===== src/rtl/dmem_arbiter_if.sv =====
// Bus bundle between the MEM stage, the block-transfer requester, the arbiter and data memory.
interface dmem_arbiter_if #(
  parameter int unsigned WIDTH   = 32,
  parameter int unsigned BURST_W = 4
);
  logic               p0_read;
  logic               p0_write;
  logic [WIDTH-1:0]   p0_adr;
  logic [WIDTH-1:0]   p0_wdata;
  logic               p0_gnt;
  logic               p0_stall;
  logic [WIDTH-1:0]   p0_rdata;

  logic               p1_req;
  logic               p1_we;
  logic [WIDTH-1:0]   p1_adr;
  logic [BURST_W-1:0] p1_len;
  logic [WIDTH-1:0]   p1_wdata;
  logic               p1_wready;
  logic               p1_rvalid;
  logic [WIDTH-1:0]   p1_rdata;
  logic               p1_busy;
  logic               p1_done;

  logic               mem_read;
  logic               mem_write;
  logic [WIDTH-1:0]   mem_adr;
  logic [WIDTH-1:0]   mem_wdata;
  logic [WIDTH-1:0]   mem_rdata;

  // Arbiter side
  modport slave (
    input  p0_read, p0_write, p0_adr, p0_wdata,
    output p0_gnt, p0_stall, p0_rdata,
    input  p1_req, p1_we, p1_adr, p1_len, p1_wdata,
    output p1_wready, p1_rvalid, p1_rdata, p1_busy, p1_done,
    output mem_read, mem_write, mem_adr, mem_wdata,
    input  mem_rdata
  );

  // Requester / memory side
  modport master (
    output p0_read, p0_write, p0_adr, p0_wdata,
    input  p0_gnt, p0_stall, p0_rdata,
    output p1_req, p1_we, p1_adr, p1_len, p1_wdata,
    input  p1_wready, p1_rvalid, p1_rdata, p1_busy, p1_done,
    input  mem_read, mem_write, mem_adr, mem_wdata,
    output mem_rdata
  );
endinterface


===== src/rtl/dmem_arbiter.sv =====
// Data-memory arbiter: zero-latency MEM-stage port plus an internally sequenced burst port
// with a bounded starvation window for the burst side.
module dmem_arbiter #(
  parameter int unsigned WIDTH    = 32,
  parameter int unsigned BURST_W  = 4,
  parameter int unsigned MAX_WAIT = 4
) (
  input  logic           clk,
  input  logic           rst,
  dmem_arbiter_if.slave  bus
);
  localparam int unsigned WAIT_W = (MAX_WAIT == 0) ? 1 : $clog2(MAX_WAIT + 1);
  localparam int unsigned REM_W  = BURST_W + 1;
  localparam logic [WAIT_W-1:0] WAIT_MAX = WAIT_W'(MAX_WAIT);

  localparam logic [0:0] IDLE  = 1'b0;
  localparam logic [0:0] BURST = 1'b1;

  logic [0:0]       state, state_nx;
  logic [WIDTH-1:0] cur_adr, cur_adr_nx;
  logic [REM_W-1:0] remaining, remaining_nx;
  logic             dir, dir_nx;
  logic [WAIT_W-1:0] wait_cnt, wait_nx;
  logic             done_r, done_nx;

  logic p0_req, in_burst, p0_win, beat, accept, last_beat;

  // Arbitration and next-state
  always_comb begin
    state_nx     = state;
    cur_adr_nx   = cur_adr;
    remaining_nx = remaining;
    dir_nx       = dir;
    wait_nx      = wait_cnt;
    done_nx      = 1'b0;

    p0_req    = bus.p0_read | bus.p0_write;
    in_burst  = (state == BURST);
    p0_win    = p0_req & (~in_burst | (wait_cnt < WAIT_MAX));
    beat      = in_burst & ~p0_win;
    accept    = ~in_burst & bus.p1_req & ~done_r;
    last_beat = beat & (remaining == REM_W'(1));

    if (accept) begin
      state_nx     = BURST;
      cur_adr_nx   = {bus.p1_adr[WIDTH-1:2], 2'b00};
      remaining_nx = (bus.p1_len == '0) ? REM_W'(1) : {1'b0, bus.p1_len};
      dir_nx       = bus.p1_we;
      wait_nx      = '0;
    end else if (beat) begin
      cur_adr_nx   = cur_adr + WIDTH'(4);
      remaining_nx = remaining - REM_W'(1);
      wait_nx      = '0;
      if (last_beat) begin
        state_nx = IDLE;
        done_nx  = 1'b1;
      end
    end else if (in_burst && p0_win) begin
      wait_nx = wait_cnt + WAIT_W'(1);
    end
  end

  always_ff @(posedge clk or negedge rst) begin
    if (!rst) begin
      state     <= IDLE;
      cur_adr   <= '0;
      remaining <= '0;
      dir       <= 1'b0;
      wait_cnt  <= '0;
      done_r    <= 1'b0;
    end else begin
      state     <= state_nx;
      cur_adr   <= cur_adr_nx;
      remaining <= remaining_nx;
      dir       <= dir_nx;
      wait_cnt  <= wait_nx;
      done_r    <= done_nx;
    end
  end

  // Memory-side mux; strobes and read data are held low while reset is asserted
  always_comb begin
    bus.mem_read  = 1'b0;
    bus.mem_write = 1'b0;
    bus.mem_adr   = '0;
    bus.mem_wdata = '0;
    if (rst) begin
      if (p0_win) begin
        bus.mem_read  = bus.p0_read & ~bus.p0_write;
        bus.mem_write = bus.p0_write;
        bus.mem_adr   = bus.p0_adr;
        bus.mem_wdata = bus.p0_wdata;
      end else if (beat) begin
        bus.mem_read  = ~dir;
        bus.mem_write = dir;
        bus.mem_adr   = cur_adr;
        bus.mem_wdata = bus.p1_wdata;
      end
    end
  end

  assign bus.p0_gnt    = p0_win;
  assign bus.p0_stall  = p0_req & ~p0_win;
  assign bus.p0_rdata  = rst ? bus.mem_rdata : '0;
  assign bus.p1_rdata  = rst ? bus.mem_rdata : '0;
  assign bus.p1_wready = beat & dir;
  assign bus.p1_rvalid = beat & ~dir;
  assign bus.p1_busy   = in_burst;
  assign bus.p1_done   = done_r;
endmodule


===== src/flat_wrapper.sv =====
// flat-port wrapper written by rule: the top's interface ports become plain ports
module dmem_arbiter_flat 
#(
  parameter int unsigned WIDTH    = 32,
  parameter int unsigned BURST_W  = 4,
  parameter int unsigned MAX_WAIT = 4
)
  (clk, rst, bus_p0_read, bus_p0_write, bus_p0_adr, bus_p0_wdata, bus_p0_gnt, bus_p0_stall, bus_p0_rdata, bus_p1_req, bus_p1_we, bus_p1_adr, bus_p1_len, bus_p1_wdata, bus_p1_wready, bus_p1_rvalid, bus_p1_rdata, bus_p1_busy, bus_p1_done, bus_mem_read, bus_mem_write, bus_mem_adr, bus_mem_wdata, bus_mem_rdata);
  dmem_arbiter_if #(.WIDTH(WIDTH), .BURST_W(BURST_W)) bus_i ();
  input  logic clk;
  input  logic rst;
  input wire logic [$bits(bus_i.p0_read)-1:0] bus_p0_read;
  input wire logic [$bits(bus_i.p0_write)-1:0] bus_p0_write;
  input wire logic [$bits(bus_i.p0_adr)-1:0] bus_p0_adr;
  input wire logic [$bits(bus_i.p0_wdata)-1:0] bus_p0_wdata;
  output wire logic [$bits(bus_i.p0_gnt)-1:0] bus_p0_gnt;
  output wire logic [$bits(bus_i.p0_stall)-1:0] bus_p0_stall;
  output wire logic [$bits(bus_i.p0_rdata)-1:0] bus_p0_rdata;
  input wire logic [$bits(bus_i.p1_req)-1:0] bus_p1_req;
  input wire logic [$bits(bus_i.p1_we)-1:0] bus_p1_we;
  input wire logic [$bits(bus_i.p1_adr)-1:0] bus_p1_adr;
  input wire logic [$bits(bus_i.p1_len)-1:0] bus_p1_len;
  input wire logic [$bits(bus_i.p1_wdata)-1:0] bus_p1_wdata;
  output wire logic [$bits(bus_i.p1_wready)-1:0] bus_p1_wready;
  output wire logic [$bits(bus_i.p1_rvalid)-1:0] bus_p1_rvalid;
  output wire logic [$bits(bus_i.p1_rdata)-1:0] bus_p1_rdata;
  output wire logic [$bits(bus_i.p1_busy)-1:0] bus_p1_busy;
  output wire logic [$bits(bus_i.p1_done)-1:0] bus_p1_done;
  output wire logic [$bits(bus_i.mem_read)-1:0] bus_mem_read;
  output wire logic [$bits(bus_i.mem_write)-1:0] bus_mem_write;
  output wire logic [$bits(bus_i.mem_adr)-1:0] bus_mem_adr;
  output wire logic [$bits(bus_i.mem_wdata)-1:0] bus_mem_wdata;
  input wire logic [$bits(bus_i.mem_rdata)-1:0] bus_mem_rdata;
  assign bus_i.p0_read = bus_p0_read;
  assign bus_i.p0_write = bus_p0_write;
  assign bus_i.p0_adr = bus_p0_adr;
  assign bus_i.p0_wdata = bus_p0_wdata;
  assign bus_p0_gnt = bus_i.p0_gnt;
  assign bus_p0_stall = bus_i.p0_stall;
  assign bus_p0_rdata = bus_i.p0_rdata;
  assign bus_i.p1_req = bus_p1_req;
  assign bus_i.p1_we = bus_p1_we;
  assign bus_i.p1_adr = bus_p1_adr;
  assign bus_i.p1_len = bus_p1_len;
  assign bus_i.p1_wdata = bus_p1_wdata;
  assign bus_p1_wready = bus_i.p1_wready;
  assign bus_p1_rvalid = bus_i.p1_rvalid;
  assign bus_p1_rdata = bus_i.p1_rdata;
  assign bus_p1_busy = bus_i.p1_busy;
  assign bus_p1_done = bus_i.p1_done;
  assign bus_mem_read = bus_i.mem_read;
  assign bus_mem_write = bus_i.mem_write;
  assign bus_mem_adr = bus_i.mem_adr;
  assign bus_mem_wdata = bus_i.mem_wdata;
  assign bus_i.mem_rdata = bus_mem_rdata;
  dmem_arbiter #(.WIDTH(WIDTH), .BURST_W(BURST_W), .MAX_WAIT(MAX_WAIT)) u_core (.clk(clk), .rst(rst), .bus(bus_i));
endmodule

===== config.mk =====
export PLATFORM = sky130hd
export DESIGN_NAME = dmem_arbiter_flat
export DESIGN_NICKNAME = d
export VERILOG_FILES = /design/src/rtl/dmem_arbiter_if.sv /design/src/rtl/dmem_arbiter.sv /design/src/flat_wrapper.sv
export SDC_FILE = /design/constraint.sdc
export NUM_CORES = 1
export LEC_CHECK = 0
export ABC_AREA = 1
export CORE_AREA = 4 4 117 119
export DETAILED_ROUTE_END_ITERATION = 10
export DIE_AREA = 0 0 121 123
export PLACE_DENSITY = 0.78
export SYNTH_ARGS = -nofsm -noshare
export SYNTH_HDL_FRONTEND = slang
export SYNTH_SLANG_ARGS = --single-unit

===== constraint.sdc =====
create_clock -name clk -period 4.2 [get_ports clk]
set_clock_uncertainty 0.05 [all_clocks]
set_input_delay 0.84 -clock clk [delete_from_list [all_inputs] [get_ports clk]]
set_output_delay 0.84 -clock clk [all_outputs]
set_load 0.03 [all_outputs]

==> run_results.csv <==
group,metric,value,unit
clock_network,clk_path_buf_depth,2,
final_layout,antenna-diode-count,0,
route,detail_route.first_pass.iterations,5,
logic_synthesis,synth-edff-count,0,
grt,grt_overflow,0,
logic_synthesis,synth_largest_type_area_fraction,25.4,%
setup_path,worstPathArrival,3040,ps
floorplanning,floorplan.die.width,121,um
logic_synthesis,postSynth.topFlopCell,"sky130_fd_sc_hd__dfrtp_1",
route,drt.antenna.violating_nets,0,
sta,finalCritPeriodShare,93.6,%
setup_path,criticalPathCategory,"in -> out",
setup_path,critPathLaunch,"bus_p0_write",
placement,port-buffer-count,303,
hold_path,worst_hold_depth,1,
grt,track_usage,23.3,%
setup_path,critical_path.startpoint_type,"input port",
logic_synthesis,synth.yosys.seq_area_share,24.6,%
setup_path,critPathMaxFanout,22,
power_and_ir_drop,cellPowerDensity,392,mW/mm^2
clock_network,max_h_tree_level,2,
logic_synthesis,postSynthAreaPerCell,5.66,sq um
clock_network,clk-insertion-delay-late,290,ps
sta,setup_slack,268,ps
route,postRouteWirelength,18400,um
logic_synthesis,ys_async_sr_fraction,100,%
setup_path,worst-endpoint-required,3310,ps
setup_path,crit-reg2reg-capture,"u_core.cur_adr[21]$_DFFE_PN0P_",
clock_network,hold_bufs_inserted_after_cts,0,
grt,grt_start_max_net_pins,76,
floorplanning,core_ar,0.0126,sq mm
clock_network,tritoncts,"built",
final_layout,layout-drive-gt1-share,9.46,%
route,wire_per_inst,15.7,um
logic_synthesis,yosysMostFrequentCell,"sky130_fd_sc_hd__nand2_1",
logic_synthesis,synth.distinct_cells,31,
floorplanning,io_pins,306,
logic_synthesis,synth.top_cells.by_area,"sky130_fd_sc_hd__nand2_1, sky130_fd_sc_hd__dfrtp_1, sky130_fd_sc_hd__inv_1, sky130_fd_sc_hd__a21oi_1, sky130_fd_sc_hd__nor2_1",
final_layout,finalNetCount,1177,
grt,grt_first_pass_wirelength,27700,um
final_layout,post-route-util,57.8,%
placement,dp_hpwl,15000,um
sta,max_slew_margin,66.4,%
logic_synthesis,post-synth-top-area-cell,"sky130_fd_sc_hd__nand2_1",
floorplanning,die_height,123,um
logic_synthesis,synth.yosys.warnings,0,
sta,setup-violations-final,0,
grt,grt_antenna_before_repair,0,
floorplanning,initial_core_util,33.2,%
logic_synthesis,most_instantiated_cells_after_synthesis,"sky130_fd_sc_hd__nand2_1, sky130_fd_sc_hd__inv_1, sky130_fd_sc_hd__nor2_1",
clock_network,cts_num_sinks,41,
route,post-route-drc-count,0,
sta,rsz0062_at_grt,"false",
clock_network,cts.repair_timing.setup_buffer_count,0,
power_and_ir_drop,cellLeakagePower,0.00335,uW
clock_network,cts-resized-gates,0,
route,viasPerCell,4.78,
sta,final_hold_viol_count,0,
route,num_vias,5625,
clock_network,clk_root_buffer_cell,"sky130_fd_sc_hd__clkbuf_16",
logic_synthesis,synth.ff_latch_count,41,
status,run_status,"finished clean",
hold_path,min_from,"u_core.wait_cnt[0]$_DFFE_PN0P_",
clock_network,clkSlewWorstSetupHoldPaths,70,ps
route,iter_0_drt_violations,360,
floorplanning,rows,41,
hold_path,worst_hold_path_type,"reg -> reg",
hold_path,whs_endpoint,"u_core.wait_cnt[0]$_DFFE_PN0P_",
sta,tightest_slew,503,ps
logic_synthesis,netlist_instances,737,
power_and_ir_drop,finalPower,2850,uW
setup_path,regToRegSetupSlack,1980,ps
placement,place_congestion,0.886,
final_layout,area_delta_synth_final,74.3,%
sta,final_period_minus_worst_setup_slack,3930,ps
sta,final.setup.tns,0,ps
setup_path,r2r-start,"u_core.bus.p1_busy$_DFFE_PN0P_",
grt,first_global_vias,5497,
sta,slew_viol_final,0,
clock_network,cts_made_buffers,5,
logic_synthesis,postSynthNetCount,911,
setup_path,r2r_cells,8,
floorplanning,design.die.area,0.0149,sq mm
run,cap_violations,0,
setup_path,end_kind,"primary output",
power_and_ir_drop,vdd_ir_drop_max,0.235,mV
sta,fmaxAchievable,254,MHz
placement,post-place-ws,263,ps
logic_synthesis,syn_area,0.00417,sq mm
report_power, final:
group          internal [uW]  switching, uW  total, uW  leakage (uW)
combinational            722           1020       1740       0.00275
sequential               534            173        706      0.000521
clock                    224            174        397     0.0000704
total                   1480           1370       2850       0.00335
per-layer routing:
layer  GRT usage [%]  up-vias  share of wire, %
met3            7.59       36                10
met1            27.9     2517                39
met2            39.9      270                49
met4            6.80        0               2.7
li1                -     2802                 -
met5               0        -                 0
through the flow:
step                      area [sq um]  hold slack, ps  instances
after global placement            7120             429       1168
after CTS                         7270             448       1176
after floorplan                   4170             409        737
after global routing              7270             479       1176
after detailed placement          7120             435       1168
final                             7270             444       1176
worst max-delay path by stage:
stage,end,slack (ps),cells past startpoint
2_1_floorplan,bus_mem_write,1240,5
3_5_place_dp,bus_mem_read,260,8
5_1_grt,bus_mem_adr[20],50,7
4_1_cts,bus_mem_read,240,8
3_3_place_gp,bus_mem_read,280,8
6_report,bus_mem_read,270,8
cells by family (layout without fill, tap and decap cells):
logic type               after synthesis  in the layout  share of synthesized area (%)
AO/OA/AOI/OAI                        111            111                           14.3
flip-flops                            41             41                           24.6
buffers and inverters                160            427                           18.7
AND/OR/NAND/NOR                      418            418                           40.6
XOR/XNOR                               3              3                          0.630
adder cells (fa/ha/maj)                4              4                           1.20
worst max-delay path: stages:
cell                              delay (ps)
sky130_fd_sc_hd__clkdlybuf4s50_1         480
sky130_fd_sc_hd__o21ai_4                 240
sky130_fd_sc_hd__nand2_2                 310
sky130_fd_sc_hd__inv_2                   500
sky130_fd_sc_hd__buf_4                   220
sky130_fd_sc_hd__nand2_1                  60
sky130_fd_sc_hd__a21oi_1                 230
sky130_fd_sc_hd__buf_12                  160
placed cells by master, fill, tap and decap left out, types with 2 or more instances in the layout:
master,instances
sky130_fd_sc_hd__clkdlybuf4s50_1,245
sky130_fd_sc_hd__inv_2,4
sky130_fd_sc_hd__o21ai_1,4
sky130_fd_sc_hd__buf_12,9
sky130_fd_sc_hd__o21ai_0,26
sky130_fd_sc_hd__nand2_2,2
sky130_fd_sc_hd__o21bai_1,3
sky130_fd_sc_hd__nor2_1,69
sky130_fd_sc_hd__ha_1,4
sky130_fd_sc_hd__buf_4,69
sky130_fd_sc_hd__nand3_1,44
sky130_fd_sc_hd__dfrtp_1,41
sky130_fd_sc_hd__nand4_1,4
sky130_fd_sc_hd__o22ai_1,4
sky130_fd_sc_hd__nand2_1,282
sky130_fd_sc_hd__a21oi_1,67
sky130_fd_sc_hd__nand3b_1,11
sky130_fd_sc_hd__inv_1,90
sky130_fd_sc_hd__xor2_1,3
sky130_fd_sc_hd__nor3_1,4
sky130_fd_sc_hd__clkbuf_16,5
registers in the layout, summed over array words and instances (netlist names):
signal and count:
u_core.cur_adr 30, u_core.remaining 5, u_core.wait_cnt 3, u_core.bus.p1_busy 1, u_core.bus.p1_done 1, u_core.dir 1
final cells by class:
| cell class | instances | area (sq um) |
|---|---|---|
| clock buffers | 5 | 125 |
| clock inverters | 3 | 25.0 |
| fillers | 1237 | 5300 |
| inverters | 95 | 357 |
| multi-input cells | 536 | 2360 |
| flip-flops and latches | 41 | 1030 |
| well taps | 172 | 215 |
| repair buffers | 324 | 3160 |
Power figures use the tool's default switching activity.
